==> config.mk <==
export PLATFORM = sky130hd
export DESIGN_NAME = shift_unit_seq_flat
export DESIGN_NICKNAME = d
export VERILOG_FILES = /design/src/rtl/shift_unit_if.sv /design/src/rtl/shift_unit_seq.sv /design/src/flat_wrapper.sv
export SDC_FILE = /design/constraint.sdc
export NUM_CORES = 1
export LEC_CHECK = 0
export BUFFER_PORTS_ARGS = -buffer_cell sky130_fd_sc_hd__buf_2
export CAP_MARGIN = 20
export CORE_UTILIZATION = 30
export CTS_CLUSTER_DIAMETER = 60
export DETAILED_ROUTE_END_ITERATION = 10
export SLEW_MARGIN = 20
export SYNTH_ARGS = -nofsm -noshare
export SYNTH_HDL_FRONTEND = slang
export SYNTH_SLANG_ARGS = --single-unit
==> constraint.sdc <==
create_clock -name clk -period 2.38 [get_ports clk]
set_input_delay 0 -clock clk [delete_from_list [all_inputs] [get_ports clk]]
set_output_delay 0 -clock clk [all_outputs]
set_load 0.05 [all_outputs]
==> src/rtl/shift_unit_if.sv <==
// shift_unit_if: start/done handshake, operand and flag bundle for shift_unit_seq
interface shift_unit_if #(
  parameter int WIDTH = 8,
  parameter int SHAMT_W = $clog2(WIDTH + 1)
) ();
  logic start;
  logic [1:0] op;
  logic [WIDTH-1:0] a;
  logic [SHAMT_W-1:0] amount;
  logic busy;
  logic done;
  logic [WIDTH-1:0] result;
  logic zero_flag;
  logic carry_flag;
  modport master (output start, op, a, amount, input busy, done, result, zero_flag, carry_flag);
  modport slave (input start, op, a, amount, output busy, done, result, zero_flag, carry_flag);
endinterface

==> src/rtl/shift_unit_seq.sv <==
// shift_unit_seq: multi-cycle LSR/LSL/ASR/ROR shifter, one bit position per clock
module shift_unit_seq #(
  parameter int WIDTH = 8,
  parameter int SHAMT_W = $clog2(WIDTH + 1)
) (
  input logic clk,
  input logic rst,
  shift_unit_if.slave bus
);
  typedef enum logic [1:0] {IDLE, SHIFT, DONE} state_t;
  state_t state;
  logic [WIDTH-1:0] work, step_work, result;
  logic [SHAMT_W-1:0] count;
  logic [1:0] op_q;
  logic carry, step_carry, busy, done, zero_flag, carry_flag;
  always_comb begin
    step_work = op_q == 2'b01 ? {work[WIDTH-2:0], 1'b0}
              : {op_q == 2'b10 ? work[WIDTH-1] : op_q == 2'b11 ? work[0] : 1'b0, work[WIDTH-1:1]};
    step_carry = op_q == 2'b01 ? work[WIDTH-1] : work[0];
  end
  always_ff @(posedge clk or posedge rst) begin
    if (rst) begin
      state <= IDLE;
      busy <= 1'b0;
      done <= 1'b0;
      result <= '0;
      zero_flag <= 1'b0;
      carry_flag <= 1'b0;
      work <= '0;
      count <= '0;
      op_q <= 2'b00;
      carry <= 1'b0;
    end else begin
      case (state)
        IDLE: begin
          done <= 1'b0;
          if (bus.start) begin
            work <= bus.a;
            count <= bus.amount;
            op_q <= bus.op;
            carry <= 1'b0;
            if (bus.amount != '0) begin
              state <= SHIFT;
              busy <= 1'b1;
            end else begin
              // zero-length shift publishes the operand unchanged on the accepting edge
              state <= DONE;
              done <= 1'b1;
              result <= bus.a;
              zero_flag <= bus.a == '0;
              carry_flag <= 1'b0;
            end
          end
        end
        SHIFT: begin
          work <= step_work;
          carry <= step_carry;
          count <= count - SHAMT_W'(1);
          if (count == SHAMT_W'(1)) begin
            state <= DONE;
            busy <= 1'b0;
            done <= 1'b1;
            result <= step_work;
            zero_flag <= step_work == '0;
            carry_flag <= step_carry;
          end
        end
        default: begin
          done <= 1'b0;
          state <= IDLE;
        end
      endcase
    end
  end
  assign bus.busy = busy;
  assign bus.done = done;
  assign bus.result = result;
  assign bus.zero_flag = zero_flag;
  assign bus.carry_flag = carry_flag;
endmodule

==> src/flat_wrapper.sv <==
// flat-port wrapper written by rule: the top's interface ports become plain ports
module shift_unit_seq_flat 
#(
  parameter int WIDTH = 8,
  parameter int SHAMT_W = $clog2(WIDTH + 1)
)
  (clk, rst, bus_start, bus_op, bus_a, bus_amount, bus_busy, bus_done, bus_result, bus_zero_flag, bus_carry_flag);
  shift_unit_if #(.WIDTH(WIDTH), .SHAMT_W(SHAMT_W)) bus_i ();
  input logic clk;
  input logic rst;
  input wire logic [$bits(bus_i.start)-1:0] bus_start;
  input wire logic [$bits(bus_i.op)-1:0] bus_op;
  input wire logic [$bits(bus_i.a)-1:0] bus_a;
  input wire logic [$bits(bus_i.amount)-1:0] bus_amount;
  output wire logic [$bits(bus_i.busy)-1:0] bus_busy;
  output wire logic [$bits(bus_i.done)-1:0] bus_done;
  output wire logic [$bits(bus_i.result)-1:0] bus_result;
  output wire logic [$bits(bus_i.zero_flag)-1:0] bus_zero_flag;
  output wire logic [$bits(bus_i.carry_flag)-1:0] bus_carry_flag;
  assign bus_i.start = bus_start;
  assign bus_i.op = bus_op;
  assign bus_i.a = bus_a;
  assign bus_i.amount = bus_amount;
  assign bus_busy = bus_i.busy;
  assign bus_done = bus_i.done;
  assign bus_result = bus_i.result;
  assign bus_zero_flag = bus_i.zero_flag;
  assign bus_carry_flag = bus_i.carry_flag;
  shift_unit_seq #(.WIDTH(WIDTH), .SHAMT_W(SHAMT_W)) u_core (.clk(clk), .rst(rst), .bus(bus_i));
endmodule
==> results.toml, run 1 <==
[run_status]
status = "finished, final reports clean"

[yosys]
synth_cell_type_count = 33
yosys_warnings = 0
synth_area_um2 = 1470
synth.net_count = 160
yosysSeqAreaShare_pct = 47.7
syn_inst = 141
yosys_register_bits = 28
syn_area_per_cell_um2 = 10.4

[route]
ant_nets = 0
drtIter0Drc = 37
first_pass_iters = 4
vias = 1111
wl_per_cell_um = 12.4
wirelength_mm = 2.98
drc = 0
vias_per_cell = 4.63

[worst_setup_path]
path_cells = "inv_1 > ha_1 > or3b_1 > o22ai_4 > mux2_2"
cp-start-kind = "flip-flop"
crit_arrival_ps = 2170
path_class = "flip-flop to flip-flop"
crit_buf_inv = 1
cpPeakStageDelay_ps = 460
cp_slowest_cell = "o22ai_4"
startpoint = "u_core.count[1]"
r2r_start = "u_core.count[1]"
crit_path_end_kind = "flip-flop"
cp.required_ps = 2550
path_max_fanout = 14
critPathTopFamily = "compound AO/OA/AOI/OAI gates"

[finish]
drive_above_1_share_pct = 32.4
nFillCells = 485
fin_area_um2 = 1780
stdcell_count = 240
register_area_um2 = 701
syn_to_final_growth_pct = 21.1
antennaDiodeCount = 0
multi_input_area_um2 = 702
layout.nets = 193

[cts]
post_cts_buffers = 0
cts_tree = "done"
cts_htree_levels = 1
cts_root_buffer = "clkbuf_8"
numCtsBuffers = 3
clk_path_buf_depth = 2
cts_sinks = 28
clkTransAtPathRegs_ps = 100
clk_latency_ps = 270

[sta]
timing.slew.headroom_pct = 55.8
finalMaxSlewViolations = 0
fin_crit_sh_pct = 84.2
setup_viol = 0
worst_pin_slew_ps = 657
skew_ps = 3.57
finalSetupTns_ps = 0
post-route-min-period_ps = 2010
finalHoldViolations = 0
rsz0062_at_grt = "no"
fmax_ghz = 0.499

[global_routing]
first_global_vias = 1038
overflow = 0
antenna_found_initial = 0
grt_max_degree = 29
grt_use_total_pct = 12.5
grt_pass1_wl_mm = 5.09

[power_and_ir_drop]
power.density_nw_per_um2 = 1490
vdd_ir_drop_max_v = 0.000469
p_leak_uw = 0.000778

[floorplanning]
die_h_um = 71.9
dieArea_um2 = 5180
core.rowCount = 25
die_width_um = 71.9
pin_count = 29
start_util_pct = 31.1
core_um2 = 4720

[flow_run]
cap_violations = 0

[min_path]
holdCritPathClass = "primary input to flip-flop"
worstHoldStart = "bus_a[7]"

[placed_design]
gp_congestion = 0.770
place_area_um2 = 1680
dp_cells = 233
portBuffers = 28
dp_hpwl_mm = 2.13
metal layers:
layer	GRT usage, %	share of wire, %	vias up
met4	3.27	0.80	0
met1	18.7	50	520
li1	-	-	567
met5	0	0	-
met3	2.36	3.1	2
met2	18.7	46	22
worst register-to-register path, cell delays in order (launching register included):
cell and delay [ps]:
dfrtp_1 390, inv_1 90, ha_1 140, or3b_1 430, o22ai_4 460, mux2_2 390
logic make-up (layout without fill, tap and decap cells):
family                     count (synthesis)  in the layout  synth area share, %
buffers and inverters                     13             45                 4.43
adders and majority gates                  2              2                 1.70
and+or+nand+nor                           46             46                 16.0
AOI/OAI and AO/OA                         30             30                 13.0
muxes                                     22             22                 17.1
DFF                                       28             28                 47.7
report_power, final:
part,internal [µW],switching (µW)
sequential,711,185
combinational,533,845
clock,225,149
sequential cells by signal (all words and copies together) (netlist names):
signal                 cells
u_core.work                8
u_core.bus.done            1
u_core.bus.busy            1
u_core.count               4
u_core.state               2
u_core.bus.zero_flag       1
u_core.bus.carry_flag      1
u_core.bus.result          8
u_core.op_q                2
repair_timing:
item,in CTS,in global routing
hold endpoints to repair,30,0
hold buffers,3,0
endpoints found under the setup margin,0,0
gates resized for setup,0,0
cell usage after synthesis, drive strengths merged:
cell     number  area (µm²)
dfrtp        28         701
mux2         16         191
nand2        14        52.6
nor2         13        51.3
o21ai        13        65.1
inv           7        26.3
a21oi         6        30.0
buf           6        38.8
mux2i         6        60.1
nand3         4        20.0
nor2b         4        25.0
nor3          4        20.0
a211oi        2        15.0
a31oi         2        12.5
ha            2        25.0
o22ai         2        26.3
or3b          2        20.0
or4           2        18.8
a221oi        1        8.76
a22oi         1        7.51
a2bb2oi       1        8.76
a311oi        1        8.76
nand2b        1        13.8
nand3b        1        7.51
nor4          1        6.26
o211ai        1        7.51
layout by cell type, fill, tap and decap left out, drive strengths merged, types with 2 or more instances in the layout:
cell type / Yosys / routed
nor2b: 4 / 4
o21ai: 13 / 13
nand2: 14 / 14
mux2i: 6 / 6
or4: 2 / 2
ha: 2 / 2
nor3: 4 / 4
or3b: 2 / 2
mux2: 16 / 16
dfrtp: 28 / 28
a31oi: 2 / 2
buf: 6 / 31
nand3: 4 / 4
clkbuf: 0 / 3
dlygate4sd3: 0 / 3
inv: 7 / 7
a211oi: 2 / 2
o22ai: 2 / 2
nor2: 13 / 13
a21oi: 6 / 6
stage by stage:
step / total power (µW) / setup slack [ps] / hold slack, ps / utilization [%]
2_1_floorplan: 1990 / 574 / 65.4 / -
3_3_place_gp: 2280 / 399 / 86.5 / 35.5
5_1_grt: 2860 / 244 / 38.6 / 37.6
3_5_place_dp: 2290 / 369 / 85.7 / 35.5
6_report: 2650 / 375 / 27.4 / 37.6
4_1_cts: 2670 / 362 / 23.1 / 37.6
final cells by class:
type / count / share of cell area, %
inverter: 7 / 1.48
tap: 67 / 4.72
clock inverter: 1 / 1.69
sequential: 28 / 39.4
clock buffer: 3 / 2.32
multi-input combinational: 100 / 39.5
timing repair buffer: 34 / 10.8
path summary, 6_finish.rpt:
check | end | slack, ps | cells past startpoint
worst max-delay path | u_core.bus.result[3] | 370 | 5
worst min-delay path | u_core.bus.zero_flag | 30 | 4
worst max register to register | u_core.bus.result[3] | 370 | 5
worst min register to register | u_core.bus.result[5] | 510 | 1
max in group asynchronous | u_core.work[7] | 1790 | 4
min in group asynchronous | u_core.count[2] | 320 | 4
(Power assumes the default switching activity.)
==> run 2, diff against run 1 <==
ABC_AREA = 1   (was unset)
clock period = 1.8 ns   (was 2.38 ns; I/O delays follow)
==> results.toml, run 2 <==
[placed_design]
dp_hpwl_mm = 2.56
portBuffers = 28
gp_congestion = 0.842

[sta]
fmax_ghz = 0.643
worst_pin_slew_ps = 355
finalHoldViolations = 0
skew_ps = 5.17
fin_crit_sh_pct = 86.4
setup_viol = 0
timing.slew.headroom_pct = 76.3
finalMaxSlewViolations = 0
finalSetupTns_ps = 0
holdWs_ps = 54.7
post-route-min-period_ps = 1550
rsz0062_at_grt = "no"

[power_and_ir_drop]
pwr-share-clk_pct = 13.4
seq_power_share_pct = 30.9
vdd_ir_drop_max_v = 0.000598
pwr-share-comb_pct = 55.7
netSwitchingPower_uw = 1840
p_sw_share_pct = 50.8
p_leak_uw = 0.000934
power_uw = 3620
power.internal_uw = 1780
power.density_nw_per_um2 = 2060

[route]
ant_nets = 0
wirelength_mm = 3.33
first_pass_iters = 4
vias = 1291
drc = 0
wl_per_cell_um = 11.4
drtIter0Drc = 53
vias_per_cell = 4.42

[finish]
multi_input_area_um2 = 636
register_area_um2 = 701
antennaDiodeCount = 0
layout_commonest_cell = "nand2_1"
top_regs = "u_core.bus.result (8), u_core.work (8), u_core.count (4)"
drive_above_1_share_pct = 19.6
final_cell_mix = "nand2_1, buf_2, dfrtp_1, inv_1, o21ai_0"
layout.nets = 245
nFillCells = 515
syn_to_final_growth_pct = 19.1

[worst_setup_path]
cp.required_ps = 1970
cpPeakStageDelay_ps = 390
cp_slowest_cell = "dfrtp_1"
r2r_setup_slack_ps = 250
crit_arrival_ps = 1730
path_cells = "inv_1 > nand2_2 > inv_2 > nand2_2 > nand3_4 > inv_2 > nand2_1 > nand2_1"
cp-start-kind = "flip-flop"
r2r_start = "u_core.state[1]"
r2r-end = "u_core.bus.result[1]"
crit_buf_inv = 3
critPathTopFamily = "simple AND/OR/NAND/NOR gates"
path_max_fanout = 15
path_class = "flip-flop to flip-flop"
ff2ff_path_depth = 8
crit_path_end_kind = "flip-flop"

[yosys]
synth_top_area_cell = "dfrtp_1"
ys_top_cells_by_area = "dfrtp_1, nand2_1, o21ai_0"
yosys_warnings = 0
synth_flop_cell = "dfrtp_1"
async_reset_ff_share_pct = 100
yosys_register_bits = 28
synthAdderAreaFrac_pct = 1.69
synthTopCellsByCount = "nand2_1, dfrtp_1, inv_1"
yosys.area_share.simple_pct = 27.7
yosysSeqAreaShare_pct = 47.3
synth_top_family_by_area = "simple AND/OR/NAND/NOR gates"
synth.most_common_cell = "nand2_1"
synthXorXnorAreaFrac_pct = 0.592
synth_area_um2 = 1480
yosys-mux-area-fraction_pct = 0
synth_top_area_share_pct = 47.3
syn_inst = 195
synth_cell_type_count = 23
synth_compound_area_share_pct = 12.9
syn_area_per_cell_um2 = 7.59
synth.net_count = 214
synth_edf_count = 0

[cts]
cts_tree = "done"
cts_root_buffer = "clkbuf_8"
cts_htree_levels = 1
cts_resized = 0
clk_path_buf_depth = 2
clkTransAtPathRegs_ps = 100
clk_latency_ps = 270
cts_sinks = 28
numCtsBuffers = 3

[global_routing]
grt_use_total_pct = 14.1
antenna_found_initial = 0
overflow = 0
grt_max_degree = 29
first_global_vias = 1275
grt_pass1_wl_mm = 5.70

[min_path]
holdCritPathClass = "primary input to flip-flop"
hold_end = "u_core.count[3]"
hold_path_depth = 3
worstHoldStart = "bus_amount[3]"

[flow_run]
cap_violations = 0

[floorplanning]
dieArea_um2 = 5220
die_h_um = 72.2
pin_count = 29
die_width_um = 72.2
core.rowCount = 25
core_um2 = 4720
start_util_pct = 31.3

[run_status]
status = "finished, final reports clean"
[run 2: changes by cell type after synthesis, moves of 3 or more]
cell	delta
nand2_1	+51
inv_1	+14
mux2_2	-13
nand3_1	+8
mux2i_1	-6
o21ai_1	+6
o21ai_0	+5
a21oi_1	-4
inv_2	+4
nor2_1	+4
nor2b_1	-4
buf_2	-3
mux2_4	-3
nand2_2	+3
[run 2: metal layers]
| layer | vias to the layer above | wire length, µm | track usage [%] | part of all wire (%) |
|---|---|---|---|---|
| met1 | 581 | 1700 | 19.2 | 51 |
| met5 | - | 0 | 0 | 0 |
| met3 | 2 | 119 | 3.06 | 3.6 |
| met2 | 31 | 1480 | 23.3 | 45 |
| li1 | 677 | - | - | - |
| met4 | 0 | 29 | 2.61 | 0.87 |
[run 2: final cells by class]
class / count / share of cell area (%)
Clock buffer: 3 / 2.34
Clock inverter: 1 / 1.70
Inverter: 25 / 5.32
Multi-Input combinational cell: 136 / 36.1
Sequential cell: 28 / 39.7
Tap cell: 67 / 4.76
Timing Repair Buffer: 32 / 10.1
[run 2: kinds of logic (layout without fill, tap and decap cells)]
kind of cell,count (synthesis),after routing
AOI/OAI and AO/OA,34,34
xor gates and xnor gates,1,1
adders and majority gates,2,2
buffers and inverters,31,61
DFF,28,28
and+or+nand+nor,99,99
[run 2: worst max-delay path by stage]
stage / from / end / cells past startpoint
floorplan: u_core.count[1] / u_core.bus.carry_flag / 8
global placement: u_core.state[1] / u_core.bus.result[6] / 8
detailed placement: u_core.state[0] / u_core.bus.result[1] / 7
CTS: u_core.state[1] / u_core.bus.result[1] / 8
global route: u_core.state[1] / u_core.bus.result[0] / 8
finish: u_core.state[1] / u_core.bus.result[1] / 8
[run 2: metrics by stage]
stage	std cells	util (%)	setup WS, ps	instance area (µm²)
detailed placement	285	35.2	266	1660
finish	292	37.3	245	1760
global route	292	37.3	101	1760
CTS	292	37.3	246	1760
floorplan	195	-	554	1480
global placement	285	35.2	305	1660
[run 2: timing repair]
item                      in CTS  in global routing
hold buffers                   3                  0
hold endpoints to repair      30                  0
buffers inserted               0                  0
[run 2: worst register-to-register path, cell delays in order (launching register included)]
cell and delay [ps]:
dfrtp_1 390, inv_1 110, nand2_2 170, inv_2 240, nand2_2 120, nand3_4 180, inv_2 110, nand2_1 80
nand2_1 50
[run 2: power groups by stage]
stage               logic, µW  clock network, µW  registers [µW]
finish                   2020                487            1120
global route             2270                522            1160
CTS                      2030                510            1120
detailed placement       2020                  0            1130
global placement         1980                  0            1140
floorplan                1250                  0            1520
==> run 3, diff against run 2 <==
BUFFER_PORTS_ARGS = unset   (was -buffer_cell sky130_fd_sc_hd__buf_2)
DONT_BUFFER_PORTS = 1   (was unset)
==> results.toml, run 3 (synthesis gave the netlist of run 2 again) <==
[run_status]
status = "finished, final reports clean"

[route]
ant_nets = 0
drtIter0Drc = 58
drc = 0
vias_per_cell = 4.56
vias = 1239
wl_per_cell_um = 12.0
first_pass_iters = 4
wirelength_mm = 3.27

[sta]
finalHoldViolations = 0
skew_ps = 3.56
fin_crit_sh_pct = 81.7
setup_viol = 0
worst_pin_slew_ps = 484
finalSetupTns_ps = 0
finalMaxSlewViolations = 0
timing.slew.headroom_pct = 67.7
fmax_ghz = 0.680
rsz0062_at_grt = "no"
post-route-min-period_ps = 1470

[floorplanning]
die_width_um = 72.2
start_util_pct = 31.3
dieArea_um2 = 5220
core_um2 = 4720
core.rowCount = 25
die_h_um = 72.2
pin_count = 29

[cts]
clk_path_buf_depth = 2
cts_hold_buf = 9
post_cts_buffers = 0
cts_tree = "done"
cts_sinks = 28
numCtsBuffers = 3
cts_htree_levels = 1
clkTransAtPathRegs_ps = 100
cts_root_buffer = "clkbuf_8"
clk_latency_ps = 280
cts_resized = 0

[worst_setup_path]
path_class = "flip-flop to flip-flop"
crit_path_end_kind = "flip-flop"
cp-start-kind = "flip-flop"
path_max_fanout = 22
crit_arrival_ps = 1690
cp.required_ps = 2020

[power_and_ir_drop]
pwr-share-clk_pct = 14.2
power_uw = 3540
p_sw_share_pct = 51.4
vdd_ir_drop_max_v = 0.000666
power.internal_uw = 1720
p_leak_uw = 0.000852
seq_power_share_pct = 43.0
netSwitchingPower_uw = 1820
pwr-share-comb_pct = 42.8
power.density_nw_per_um2 = 2080

[global_routing]
overflow = 0
grt.met3_usage_pct = 3.33
antenna_found_initial = 0
met2_usage_pct = 22.2
grt_use_total_pct = 14.2
grt_pass1_wl_mm = 5.75
busiest_layer = "met2"
first_global_vias = 1224
grt_max_degree = 29
grt.met1_usage_pct = 19.2

[finish]
top_regs = "u_core.bus.result (8), u_core.work (8), u_core.count (4)"
layout.nets = 225
drive_above_1_share_pct = 8.78
antennaDiodeCount = 0
layout_commonest_cell = "nand2_1"
syn_to_final_growth_pct = 14.7
final_cell_mix = "nand2_1, dfrtp_1, inv_1, o21ai_0, nor2_1"

[placed_design]
portBuffers = 0
gp_congestion = 0.789
dp_hpwl_mm = 2.46

[min_path]
holdCritPathClass = "primary input to flip-flop"

[flow_run]
cap_violations = 0
run 3: changes by cell type in the layout (fill, tap and decap cells not counted), sizes merged:
cell and delta:
buf -26, dlygate4sd3 +6
run 3: metrics by stage:
step | cells | area, µm² | util, % | hold slack [ps] | setup WS [ps]
5_1_grt | 272 | 1700 | 35.9 | 30.6 | 163
6_report | 272 | 1700 | 35.9 | 11.2 | 330
3_5_place_dp | 259 | 1540 | 32.5 | -15.6 | 337
2_1_floorplan | 195 | 1480 | - | 65.4 | 554
4_1_cts | 272 | 1700 | 35.9 | 0.596 | 313
3_3_place_gp | 259 | 1540 | 32.5 | -23.1 | 369
run 3: routing by layer:
metal | up-vias | share of wire [%]
li1 | 638 | -
met1 | 571 | 50
met2 | 25 | 45
met3 | 5 | 3.5
met4 | 0 | 1.3
met5 | - | 0
run 3: critical path, stage by stage, from the launching register on:
cell and delay, ps:
dfrtp_1 390, inv_1 110, o21ai_2 100, inv_2 280, nand3_4 210, inv_2 170, nand2_1 80, nand2_1 70
run 3: path summary, 6_finish.rpt:
check / from / end / slack (ps) / cells after the start
min in group asynchronous: rst / u_core.count[3] / 220 / 3
hold / removal: bus_amount[2] / u_core.count[2] / 10 / 2
hold reg to reg: u_core.work[2] / u_core.work[2] / 500 / 2
setup reg to reg: u_core.state[1] / u_core.bus.result[6] / 330 / 7
setup / recovery: u_core.state[1] / u_core.bus.result[6] / 330 / 7
max in group asynchronous: rst / u_core.work[2] / 1310 / 3
run 3: area by class of cell:
class / instances / area (µm²)
flip-flops and latches: 28 / 701
clock buffers: 3 / 41.3
fillers: 487 / 3030
well taps: 67 / 83.8
clock inverters: 1 / 30.0
inverters: 25 / 93.8
multi-input cells: 136 / 636
repair buffers: 12 / 113
run 3: power groups by stage:
stage / combinational (µW) / sequential [µW] / clock, µW
after CTS: 1520 / 1520 / 513
after floorplan: 1250 / 1520 / 0
after detailed placement: 1500 / 1540 / 0
after global placement: 1500 / 1540 / 0
after global routing: 1780 / 1560 / 538
final: 1520 / 1520 / 502
